===== config.mk =====
export PLATFORM = sky130hd
export DESIGN_NAME = simple_alu_pipelined
export DESIGN_NICKNAME = d
export VERILOG_FILES = /design/src/rtl/simple_alu_pipelined.sv
export SDC_FILE = /design/constraint.sdc
export NUM_CORES = 1
export LEC_CHECK = 0
export ABC_AREA = 1
export CORE_ASPECT_RATIO = 0.75
export CORE_MARGIN = 3
export CORE_UTILIZATION = 45
export CTS_CLUSTER_DIAMETER = 60
export DETAILED_ROUTE_END_ITERATION = 10
export GPL_ROUTABILITY_DRIVEN = 1
export PLACE_DENSITY = 0.67
export SLEW_MARGIN = 20
export SYNTH_ARGS = -nofsm -noshare
export SYNTH_HDL_FRONTEND = slang
export SYNTH_SLANG_ARGS = --single-unit

===== constraint.sdc =====
create_clock -name clk -period 4.1 [get_ports clk]
set_input_delay 0.41 -clock clk [delete_from_list [all_inputs] [get_ports clk]]
set_output_delay 0.41 -clock clk [all_outputs]
set_load 0.03 [all_outputs]

===== src/rtl/simple_alu_pipelined.sv =====
// simple_alu_pipelined
//   Two-stage pipelined bit-manipulation / shift / compare / scan ALU with
//   valid/ready handshakes on both sides and a destination-tag passthrough.
//   Sustains one result per clock.
//
//   Stage 1 registers the operation: opcode, operands, tag, one-hot bit mask
//   and shift amount.
//   Stage 2 registers the result and its tag; these drive the outputs.
//
//   Optional build macro: SIMPLEALU_FLAGS_EN adds a registered ResultZero
//   output, set when the stage-2 result is all zeros.
//
//   Handshake: a transfer happens on a rising edge where valid and ready are
//   both high. A producer holds valid and payload stable until it transfers.
//   InputReady may depend combinationally on ResultReady. ResultValid never
//   depends on ResultReady in the same cycle.
module simple_alu_pipelined #(
  parameter int DATABITWIDTH = 16,
  parameter int TAGBITWIDTH  = 4
) (
  input  logic                    clk,
  input  logic                    async_rst,
  input  logic                    InputValid,
  output logic                    InputReady,
  input  logic [3:0]              MinorOpcode,
  input  logic [DATABITWIDTH-1:0] OperandAData,
  input  logic [DATABITWIDTH-1:0] OperandBData,
  input  logic [TAGBITWIDTH-1:0]  InputTag,
  output logic                    ResultValid,
  input  logic                    ResultReady,
  output logic [DATABITWIDTH-1:0] ResultOut,
  output logic [TAGBITWIDTH-1:0]  ResultTag
`ifdef SIMPLEALU_FLAGS_EN
  ,
  output logic                    ResultZero
`endif
);

  localparam int IDXW = $clog2(DATABITWIDTH);

  // Minor opcode encodings
  localparam logic [3:0] OpSet     = 4'h0;
  localparam logic [3:0] OpClear   = 4'h1;
  localparam logic [3:0] OpFlip    = 4'h2;
  localparam logic [3:0] OpSelect  = 4'h3;
  localparam logic [3:0] OpShr     = 4'h4;
  localparam logic [3:0] OpRor     = 4'h5;
  localparam logic [3:0] OpSar     = 4'h6;
  localparam logic [3:0] OpShl     = 4'h7;
  localparam logic [3:0] OpGeS     = 4'h8;
  localparam logic [3:0] OpLtS     = 4'h9;
  localparam logic [3:0] OpGeU     = 4'hA;
  localparam logic [3:0] OpLtU     = 4'hB;
  localparam logic [3:0] OpLowBit  = 4'hC;
  localparam logic [3:0] OpHighBit = 4'hD;
  localparam logic [3:0] OpRev     = 4'hE;
  localparam logic [3:0] OpNe      = 4'hF;

  // Pipeline control
  logic s1Valid;
  logic s2Valid;
  logic s1Advance;
  logic s2Advance;

  // Stage-1 payload
  logic [3:0]              s1Opcode;
  logic [DATABITWIDTH-1:0] s1A;
  logic [DATABITWIDTH-1:0] s1B;
  logic [TAGBITWIDTH-1:0]  s1Tag;
  logic [DATABITWIDTH-1:0] s1Mask;
  logic [IDXW-1:0]         s1Shamt;

  // Values precomputed from the issue-side operands
  logic [IDXW-1:0]         inIdx;
  logic [DATABITWIDTH-1:0] inMask;

  // Stage-2 combinational result
  logic [DATABITWIDTH-1:0] aluResult;
  logic [IDXW-1:0]         rorBack;
  logic                    cmpBit;
  logic [DATABITWIDTH-1:0] lowIdx;
  logic [DATABITWIDTH-1:0] highIdx;
  logic [DATABITWIDTH-1:0] revB;

  assign s2Advance   = !s2Valid || ResultReady;
  assign s1Advance   = s1Valid && s2Advance;
  assign InputReady  = !s1Valid || s2Advance;
  assign ResultValid = s2Valid;

  assign inIdx  = OperandBData[IDXW-1:0];
  assign inMask = {{(DATABITWIDTH-1){1'b0}}, 1'b1} << inIdx;

  // Stage 1: capture a new op whenever the stage is empty or draining
  always_ff @(posedge clk or posedge async_rst) begin
    if (async_rst) begin
      s1Valid  <= 1'b0;
      s1Opcode <= '0;
      s1A      <= '0;
      s1B      <= '0;
      s1Tag    <= '0;
      s1Mask   <= '0;
      s1Shamt  <= '0;
    end else if (InputReady) begin
      s1Valid <= InputValid;
      if (InputValid) begin
        s1Opcode <= MinorOpcode;
        s1A      <= OperandAData;
        s1B      <= OperandBData;
        s1Tag    <= InputTag;
        s1Mask   <= inMask;
        s1Shamt  <= inIdx;
      end
    end
  end

  // Lowest and highest set bit of B; an all-zero B yields DATABITWIDTH
  always_comb begin
    lowIdx  = DATABITWIDTH'(DATABITWIDTH);
    highIdx = DATABITWIDTH'(DATABITWIDTH);
    for (int i = DATABITWIDTH - 1; i >= 0; i--) begin
      if (s1B[i]) lowIdx = DATABITWIDTH'(i);
    end
    for (int i = 0; i < DATABITWIDTH; i++) begin
      if (s1B[i]) highIdx = DATABITWIDTH'(i);
    end
  end

  // Bit-reverse of B
  always_comb begin
    revB = '0;
    for (int i = 0; i < DATABITWIDTH; i++) begin
      revB[i] = s1B[DATABITWIDTH-1-i];
    end
  end

  // Compare ops produce a single bit that is zero-extended into the result
  always_comb begin
    cmpBit = 1'b0;
    case (s1Opcode)
      OpGeS:   cmpBit = $signed(s1A) >= $signed(s1B);
      OpLtS:   cmpBit = $signed(s1A) <  $signed(s1B);
      OpGeU:   cmpBit = s1A >= s1B;
      OpLtU:   cmpBit = s1A <  s1B;
      OpNe:    cmpBit = s1A != s1B;
      default: cmpBit = 1'b0;
    endcase
  end

  // Rotate uses the complementary left shift. A zero amount wraps to zero,
  // so A | A returns A unchanged.
  assign rorBack = IDXW'(0) - s1Shamt;

  // Result select from the stage-1 operation
  always_comb begin
    aluResult = '0;
    case (s1Opcode)
      OpSet:     aluResult = s1A | s1Mask;
      OpClear:   aluResult = s1A & ~s1Mask;
      OpFlip:    aluResult = s1A ^ s1Mask;
      OpSelect:  aluResult = {DATABITWIDTH{s1A[s1Shamt]}};
      OpShr:     aluResult = s1A >> s1Shamt;
      OpRor:     aluResult = (s1A >> s1Shamt) | (s1A << rorBack);
      OpSar:     aluResult = $unsigned($signed(s1A) >>> s1Shamt);
      OpShl:     aluResult = s1A << s1Shamt;
      OpGeS, OpLtS, OpGeU, OpLtU, OpNe:
                 aluResult = {{(DATABITWIDTH-1){1'b0}}, cmpBit};
      OpLowBit:  aluResult = lowIdx;
      OpHighBit: aluResult = highIdx;
      OpRev:     aluResult = revB;
      default:   aluResult = '0;
    endcase
  end

  // Stage 2: the output register advances unless writeback is stalling
  always_ff @(posedge clk or posedge async_rst) begin
    if (async_rst) begin
      s2Valid   <= 1'b0;
      ResultOut <= '0;
      ResultTag <= '0;
    end else if (s2Advance) begin
      s2Valid <= s1Valid;
      if (s1Advance) begin
        ResultOut <= aluResult;
        ResultTag <= s1Tag;
      end
    end
  end

`ifdef SIMPLEALU_FLAGS_EN
  // Zero flag registered alongside the result so that it holds during stalls
  always_ff @(posedge clk or posedge async_rst) begin
    if (async_rst) begin
      ResultZero <= 1'b0;
    end else if (s1Advance) begin
      ResultZero <= (aluResult == '0);
    end
  end
`endif

endmodule

# Word-level counts from Yosys, hierarchy flattened
# Cells that the tools add are included.
[word_totals]
out_inout_bits = 22
in_bits = 44
word_cells = 87
regBits = 82
[classes]
muxes = 36
n_reduce_logical = 9
addsub = 1
eq_ne = 16
bitwise = 5
shift = 5
magnitude_cmp = 5
[ops]
columns = ["op", "count"]
rows = [
  ["$mux W16", 30],
  ["$pmux W16 S12", 1],
  ["$eq A4 B4 Y1 const B", 8],
  ["$ge A16 B16 Y1", 2],
  ["$lt A16 B16 Y1", 2],
  ["$or A16 B16 Y16", 2],
  ["$shl A16 B4 Y16", 2],
  ["$and A16 B16 Y16", 1],
  ["$eq A4 B3 Y1 const B", 4],
  ["$ne A16 B16 Y1", 1],
  ["$not A16 Y16", 1],
  ["$shl A1 B4 Y16 const A", 1],
  ["$shr A16 B4 Y16", 1],
  ["$sshr A16 B4 Y16", 1],
  ["$xor A16 B16 Y16", 1],
  ["$mux W5", 2],
  ["$eq A4 B2 Y1 const B", 2],
  ["$lt A4 B5 Y1 const B", 1],
  ["$pmux W1 S5", 1],
  ["$reduce_or A5 Y1", 1],
  ["$bmux W1 S4", 1],
  ["$eq A4 B1 Y1 const B", 1],
  ["$logic_not A4 Y1", 1],
  ["$reduce_and A2 Y1", 2],
  ["other kinds (5)", 7],
]

# Logic depth before layout (Yosys ltp)
# Gate-level depths: netlist (run 1).
[logic_depth]
depth_word = 17
mapped_depth = 21
mapped_depth_nobuf = 19

# Worst setup path before layout (run 1)
# No wires, ideal clock.
[synth_timing]
path_kind = "register to register"
start = "register s1B[1]"
end = "register ResultOut[5]"
setup_time_ns = 0.117
required_time_ns = 3.983
arrival_time_ns = 2.242
stages_incl_launch_ff = 15
setup_slack_ns = 1.742
n_path_buf = 3
synth_period_minus_slack_ns = 2.358
cell_sequence = "dfrtp_1 -> inv_2 -> buf_2 -> buf_2 -> ha_1 -> ha_1 -> inv_1 -> clkbuf_1 -> nand2_1 -> nand2_1 -> nor2_1 -> o31ai_1 -> nand4_1 -> nand2_1 -> nand2_1"
[synth_between]
elab_chain_len = 3
[synth_lines]
columns = ["element", "line_no", "rtl"]
rows = [
  ["from (decl)", "68", "logic [DATABITWIDTH-1:0] s1B;"],
  ["from (signal assigned)", "108", "s1B <= OperandBData;"],
  ["$mux W16 (2 in series)", "121", "if (s1B[i]) lowIdx = DATABITWIDTH'(i);"],
  ["$pmux W16 S12", "156", "case (s1Opcode)"],
  ["to (signal assigned)", "183", "ResultOut <= aluResult;"],
  ["to (decl)", "31", "output logic [DATABITWIDTH-1:0] ResultOut,"],
]
# No other way between the ends.
# A chain may end at the register's enable or synchronous reset.

# Final worst setup path (run 1)
[layout_timing]
start = "register s1B[0]"
end = "register ResultOut[11]"
[layout_between]
elab_chain_len = 2
[layout_lines]
columns = ["element", "line_no"]
rows = [
  ["$mux W16", "121"],
  ["$pmux W16 S12", "156"],
]
# No other way between the ends.

==> out/qor.yml, run 1 <==
grt_max_degree: 59
endpoint_kind: "register"
rows: 38
die_area_um2: 16600
multi_input_area_um2: 4150
die_h_um: 112
gp_congestion: 1.06
dr.pass1.iters: 6
diodes: 0
seq_area_um2: 1950
grt-ovfl-total: 0
syn-cell-area_um2: 6770
ir_drop_mv: 0.278
yosysMostFrequentCell: "nand2_1"
synth_edf_count: 0
worstHoldPathType: "reg2reg"
skew_ns: 0.00806
crit_required_ns: 4.34
crit_arrival_ns: 3.23
setup_violations: 0
nets: 1183
syn_avg_cell_area_um2: 6.50
ys_seq_elements: 78
ctsResizeCount: 0
core_um2: 14600
path_clk_slew_ns: 0.07
fin_util: 0.538
period_share: 0.728
timing_worst_setup_path_type: "reg2reg"
maxSlewViolCount: 0
startpoint_type: "register"
dieWidth_um: 148
htreeDepth: 3
holdWs_ns: 0.470
cap_violations: 0
clkLatencyLatePin_ns: 0.35
fin_crit_ns: 2.99
fillCellCount: 1502
cts_root_buf: "clkbuf_16"
post-route-drc-count: 0
synth_fp_nets: 1136
critPathMaxFanout: 31
synth_top_cell_area_share: 0.288
synth_top_cell_by_area: "dfrtp_1"
relSlewSlack: 0.407
start_util: 0.464
via_per_inst: 5.77
status: "complete, no violations"
rsz0062_at_grt: "false"
synth_ff_type: "dfrtp_1"
tightest_slew_ns: 0.888
synthTopCellsByCount: "360 x nand2_1, 99 x inv_1, 89 x o21ai_0"
grt_antenna_before_repair: 1
tritoncts: "done"
wl_per_cell_um: 20.7
area_growth_pct: 16.2
hold_buffers: 0
wirelength_um: 26800
yosysWarnings: 0
cts_setup_buffers: 0
synthTopCellsByArea: "dfrtp_1 29%, nand2_1 20%, ha_1 9.4%"
fin_tns_setup_ns: 0
synthCells: 1041
p_leak_nw: 3.83
synth-async-reset-ratio: 1.00
first_iter_violations: 1012
clockBufferDepth: 2
clkSinkCount: 78
grt_use_total: 0.326
num_vias: 7457
boundaryPins: 66
portBuffers: 65
ys_seq_area_frac: 0.288
drive_above_1_share: 0.0686
grt_pass1_wl_um: 41500
cts-buffers-inserted: 9
ys_types: 46
fmax_ghz: 0.335
hold_violations: 0
final_antenna_net_count: 0
place_hpwl_um: 21300
pwr_density_cell_nw_per_um2: 486
first_global_vias: 7066
[registers in the layout, summed over array words and instances (netlist names)]
register,flops
s1Mask,16
s1Opcode,4
s1B,16
ResultValid,1
s1Tag,4
s1A,16
ResultOut,16
ResultTag,4
s1Valid,1
[layer usage]
layer / GRT usage / up-vias / part of all wire
li1: - / 3508 / -
met1: 0.477 / 3434 / 0.45
met2: 0.459 / 447 / 0.39
met3: 0.102 / 66 / 0.13
met4: 0.101 / 2 / 0.031
met5: 0 / - / 0.00049
[metrics by stage]
stage,cell area [um^2],power [mW],cells,worst slack (ns)
6_report,7860,3.82,1293,1.11
5_1_grt,7860,4.05,1293,0.848
4_1_cts,7860,3.77,1293,1.19
3_5_place_dp,7550,2.91,1277,1.21
3_3_place_gp,7550,2.93,1277,1.21
2_1_floorplan,6770,2.25,1041,1.69
[kinds of logic after synthesis]
kind of cell | count (synthesis) | synth area share
simple gates | 524 | 0.320
compound gates | 226 | 0.192
buf+inv | 158 | 0.0987
flops | 78 | 0.288
fa+ha+maj | 51 | 0.0943
mux | 3 | 0.00444
xor+xnor | 1 | 0.00129
[critical path, cell delays in order, from the launching register on]
cell	delay (ns)
dfrtp_1	0.32
buf_4	0.32
inv_2	0.26
ha_1	0.26
ha_1	0.47
inv_1	0.41
nand2_1	0.12
nand3_2	0.07
nand3_1	0.09
nor3_2	0.21
nand3_1	0.17
nand3_1	0.10
nand2_1	0.06
[placed cells by master (no fill, tap or decap), drive strengths merged]
cell type	count
nand3	62
a21boi	1
o221ai	2
or2	1
nor4	1
nor2	71
o2111ai	1
a21o	1
nor3	10
bufinv	1
nand2	366
dfrtp	78
nand4	10
o2111a	1
o21a	4
o211ai	17
nand3b	3
o31ai	7
a22o	1
a22oi	1
inv	118
clkinv	1
clkbuf	9
clkdlybuf4s50	65
o21ai	125
a31oi	1
ha	51
buf	15
clkinvlp	1
xor2	1
a221oi	3
a211oi	3
o22ai	15
mux2i	3
a21oi	43
[worst paths after layout]
kind	cells after the start	from	slack, ns	end
max reg2reg	12	s1B[0]	1.11	ResultOut[11]
min in group asynchronous	2	async_rst	0.56	s1Mask[13]
min reg2reg	2	s1Tag[2]	0.47	ResultTag[2]
max in group asynchronous	3	async_rst	2.77	s1A[3]
min	2	s1Tag[2]	0.47	ResultTag[2]
max	12	s1B[0]	1.11	ResultOut[11]
[power breakdown]
group	internal, mW	leakage [nW]	switching (mW)
logic	0.613	2.69	1.30
clock network	0.482	0.149	0.378
registers	0.916	0.989	0.135
total	2.01	3.83	1.81
[cell type report]
| class | instances | share of cell area |
|---|---|---|
| multi-input cells | 805 | 0.528 |
| well taps | 200 | 0.0318 |
| clock buffers | 9 | 0.0287 |
| flip-flops and latches | 78 | 0.248 |
| inverters | 114 | 0.0548 |
| clock inverters | 7 | 0.0102 |
| repair buffers | 80 | 0.0987 |
Power figures use the tool's default switching activity.
==> run 2: changes to the inputs <==
==> constraint.sdc (replaced) <==
create_clock -name clk -period 2.85 [get_ports clk]
set_input_delay 0.285 -clock clk [delete_from_list [all_inputs] [get_ports clk]]
set_output_delay 0.285 -clock clk [all_outputs]
set_load 0.03 [all_outputs]
==> run 2 against run 1 <==
Net effect: sequential share of layout area shrank 0.45 points; largest power group unchanged; count of clock-buffer cells in the layout is the same; worst setup slack lost 0.94 ns; power grew 47%; highest routed layer unchanged; global-route usage grew 0.57 points.
==> out/qor.yml, run 2 (same netlist as run 1, synthesis figures left out) <==
setup_violations: 0  # unchanged
hold_buffers: 0  # unchanged
cts_root_buf: "clkbuf_16"
finalPower_mw: 5.61  # +47%
fin_util: 0.549  # +0.0100
power.internal_mw: 2.96  # +47%
crit_chain: "inv_2 -> buf_4 -> buf_4 -> nand3_1 -> nand3_1 -> nand3_4 -> nand2_2 -> inv_2 -> nand4_1 -> nand3_1 -> nand2_1"
final_common_cell: "nand2_1"
nets: 1200  # +1.4%
mostFrequentLayoutCells: "360 x nand2_1, 97 x inv_1, 89 x o21ai_0"
grt_use_total: 0.332  # +0.00573
critPathMaxFanout: 15  # -52%
pwr_density_cell_nw_per_um2: 701  # +44%
gp_congestion: 1.10  # +3.8%
grt-ovfl-total: 0  # unchanged
area_growth_pct: 18.3
startpoint_type: "register"
grt_pass1_wl_um: 41700  # +0.50%
crit_required_ns: 3.08  # -1.26 ns
clock_power_share: 0.225  # about the same
power_frac_comb: 0.503  # +0.003
first_global_vias: 7099  # +0.47%
core_um2: 14600  # unchanged
clockBufferDepth: 2  # unchanged
skew_ns: 0.00666  # -0.00141 ns
first_iter_violations: 860  # -15%
start_util: 0.464  # unchanged
crit_buf_inv: 4  # +1
relSlewSlack: 0.412  # +0.00467
cp_top_family: "simple AND/OR/NAND/NOR gates"
worstHoldPathType: "in2async"
fmax_ghz: 0.374  # +12%
slowest_delay_ns: 0.69  # +0.22 ns
wirelength_um: 27300  # +1.9%
p_switching_mw: 2.65  # +46%
clkLatencyLatePin_ns: 0.35  # about the same
grt_max_degree: 60  # +1.7%
cap_violations: 0  # unchanged
place_hpwl_um: 21800  # +2.4%
endpoint_kind: "register"
fin_crit_ns: 2.67  # -0.313 ns
post-route-drc-count: 0  # unchanged
status: "complete, no violations"
p_leak_nw: 3.92  # +2.4%
tritoncts: "done"
period_share: 0.938  # +0.210
die_h_um: 112  # unchanged
portBuffers: 65  # unchanged
dr.pass1.iters: 6  # unchanged
grt_antenna_before_repair: 1  # unchanged
crit_arrival_ns: 2.91  # -0.32 ns
slowest_stage: "dfrtp_1"
power_frac_seq: 0.272  # -0.003
htreeDepth: 3  # unchanged
cpMostUsedCell: "nand3_1"
tightest_slew_ns: 0.881  # -0.00700 ns
rsz0062_at_grt: "false"
cts_setup_buffers: 0  # unchanged
boundaryPins: 66  # unchanged
hold_violations: 0  # unchanged
wl_per_cell_um: 20.8  # +0.55%
drive_above_1_share: 0.0829  # +0.0143
die_area_um2: 16600  # unchanged
via_per_inst: 5.80  # +0.58%
final_antenna_net_count: 0  # unchanged
diodes: 0  # unchanged
num_vias: 7599  # +1.9%
ir_drop_mv: 0.409  # +47%
timing_worst_setup_path_type: "reg2reg"
dieWidth_um: 148  # unchanged
ctsResizeCount: 0  # unchanged
rows: 38  # unchanged
cts-buffers-inserted: 9  # unchanged
fin_tns_setup_ns: 0  # unchanged
maxSlewViolCount: 0  # unchanged
switching_share: 0.472  # -0.00160
clkSinkCount: 78  # unchanged
path_clk_slew_ns: 0.07  # about the same
[run 2: path summary, 6_finish.rpt]
check                           from            to  slack (ns)  depth (start not counted)
min in group clk            s1Tag[1]  ResultTag[1]        0.47                          2
hold reg to reg             s1Tag[1]  ResultTag[1]        0.47                          2
setup reg to reg              s1B[2]  ResultOut[4]        0.18                         11
max in group asynchronous  async_rst  ResultOut[3]        1.93                          3
hold / removal             async_rst    s1Mask[15]        0.29                          2
setup / recovery              s1B[2]  ResultOut[4]        0.18                         11
[run 2: metrics by stage]
| stage | instances | worst slack (ns) | cell area [um^2] | hold slack (ns) |
|---|---|---|---|---|
| after floorplan | 1041 | 0.492 | 6770 | 0.395 |
| after global placement | 1294 | 0.256 | 7690 | 0.449 |
| after detailed placement | 1294 | 0.338 | 7690 | 0.460 |
| after CTS | 1310 | 0.320 | 8010 | 0.308 |
| after global routing | 1310 | 0.128 | 8010 | 0.344 |
| final | 1310 | 0.177 | 8010 | 0.288 |
[run 2: area by class of cell]
type	instances	area, um^2
Tap cell	200	250
Inverter	114	429
Clock inverter	7	87.6
Timing Repair Buffer	97	916
Clock buffer	9	225
Sequential cell	78	1950
Multi-Input combinational cell	805	4150
Fill cell	1487	6590
[run 2: layer usage]
metal,up-vias,track usage,wire [um]
met4,2,0.122,1050
met1,3492,0.497,12400
met3,87,0.0973,3190
li1,3549,-,-
met2,469,0.449,10600
met5,-,0,13
[run 2: worst reg2reg max path, stage by stage, from the launching register on]
cell,delay [ns]
dfrtp_1,0.69
inv_2,0.08
buf_4,0.18
buf_4,0.20
nand3_1,0.26
nand3_1,0.25
nand3_4,0.22
nand2_2,0.09
inv_2,0.20
nand4_1,0.20
nand3_1,0.12
nand2_1,0.07
[run 2: power by group through the flow]
stage / combinational, mW / clock, mW / sequential (mW)
global route: 3.08 / 1.32 / 1.55
detailed placement: 2.74 / 0 / 1.53
global placement: 2.76 / 0 / 1.53
finish: 2.82 / 1.26 / 1.53
CTS: 2.75 / 1.28 / 1.52
floorplan: 1.53 / 0 / 1.70
==> run 3: changes to the inputs <==
--- a/config.mk
+++ b/config.mk
@@ -11,7 +11,6 @@
 export CORE_UTILIZATION = 45
 export CTS_CLUSTER_DIAMETER = 60
 export DETAILED_ROUTE_END_ITERATION = 10
-export GPL_ROUTABILITY_DRIVEN = 1
 export PLACE_DENSITY = 0.67
 export SLEW_MARGIN = 20
 export SYNTH_ARGS = -nofsm -noshare
==> results of run 3 <==
Final layout, timing and power as in run 2 (identical DEF).
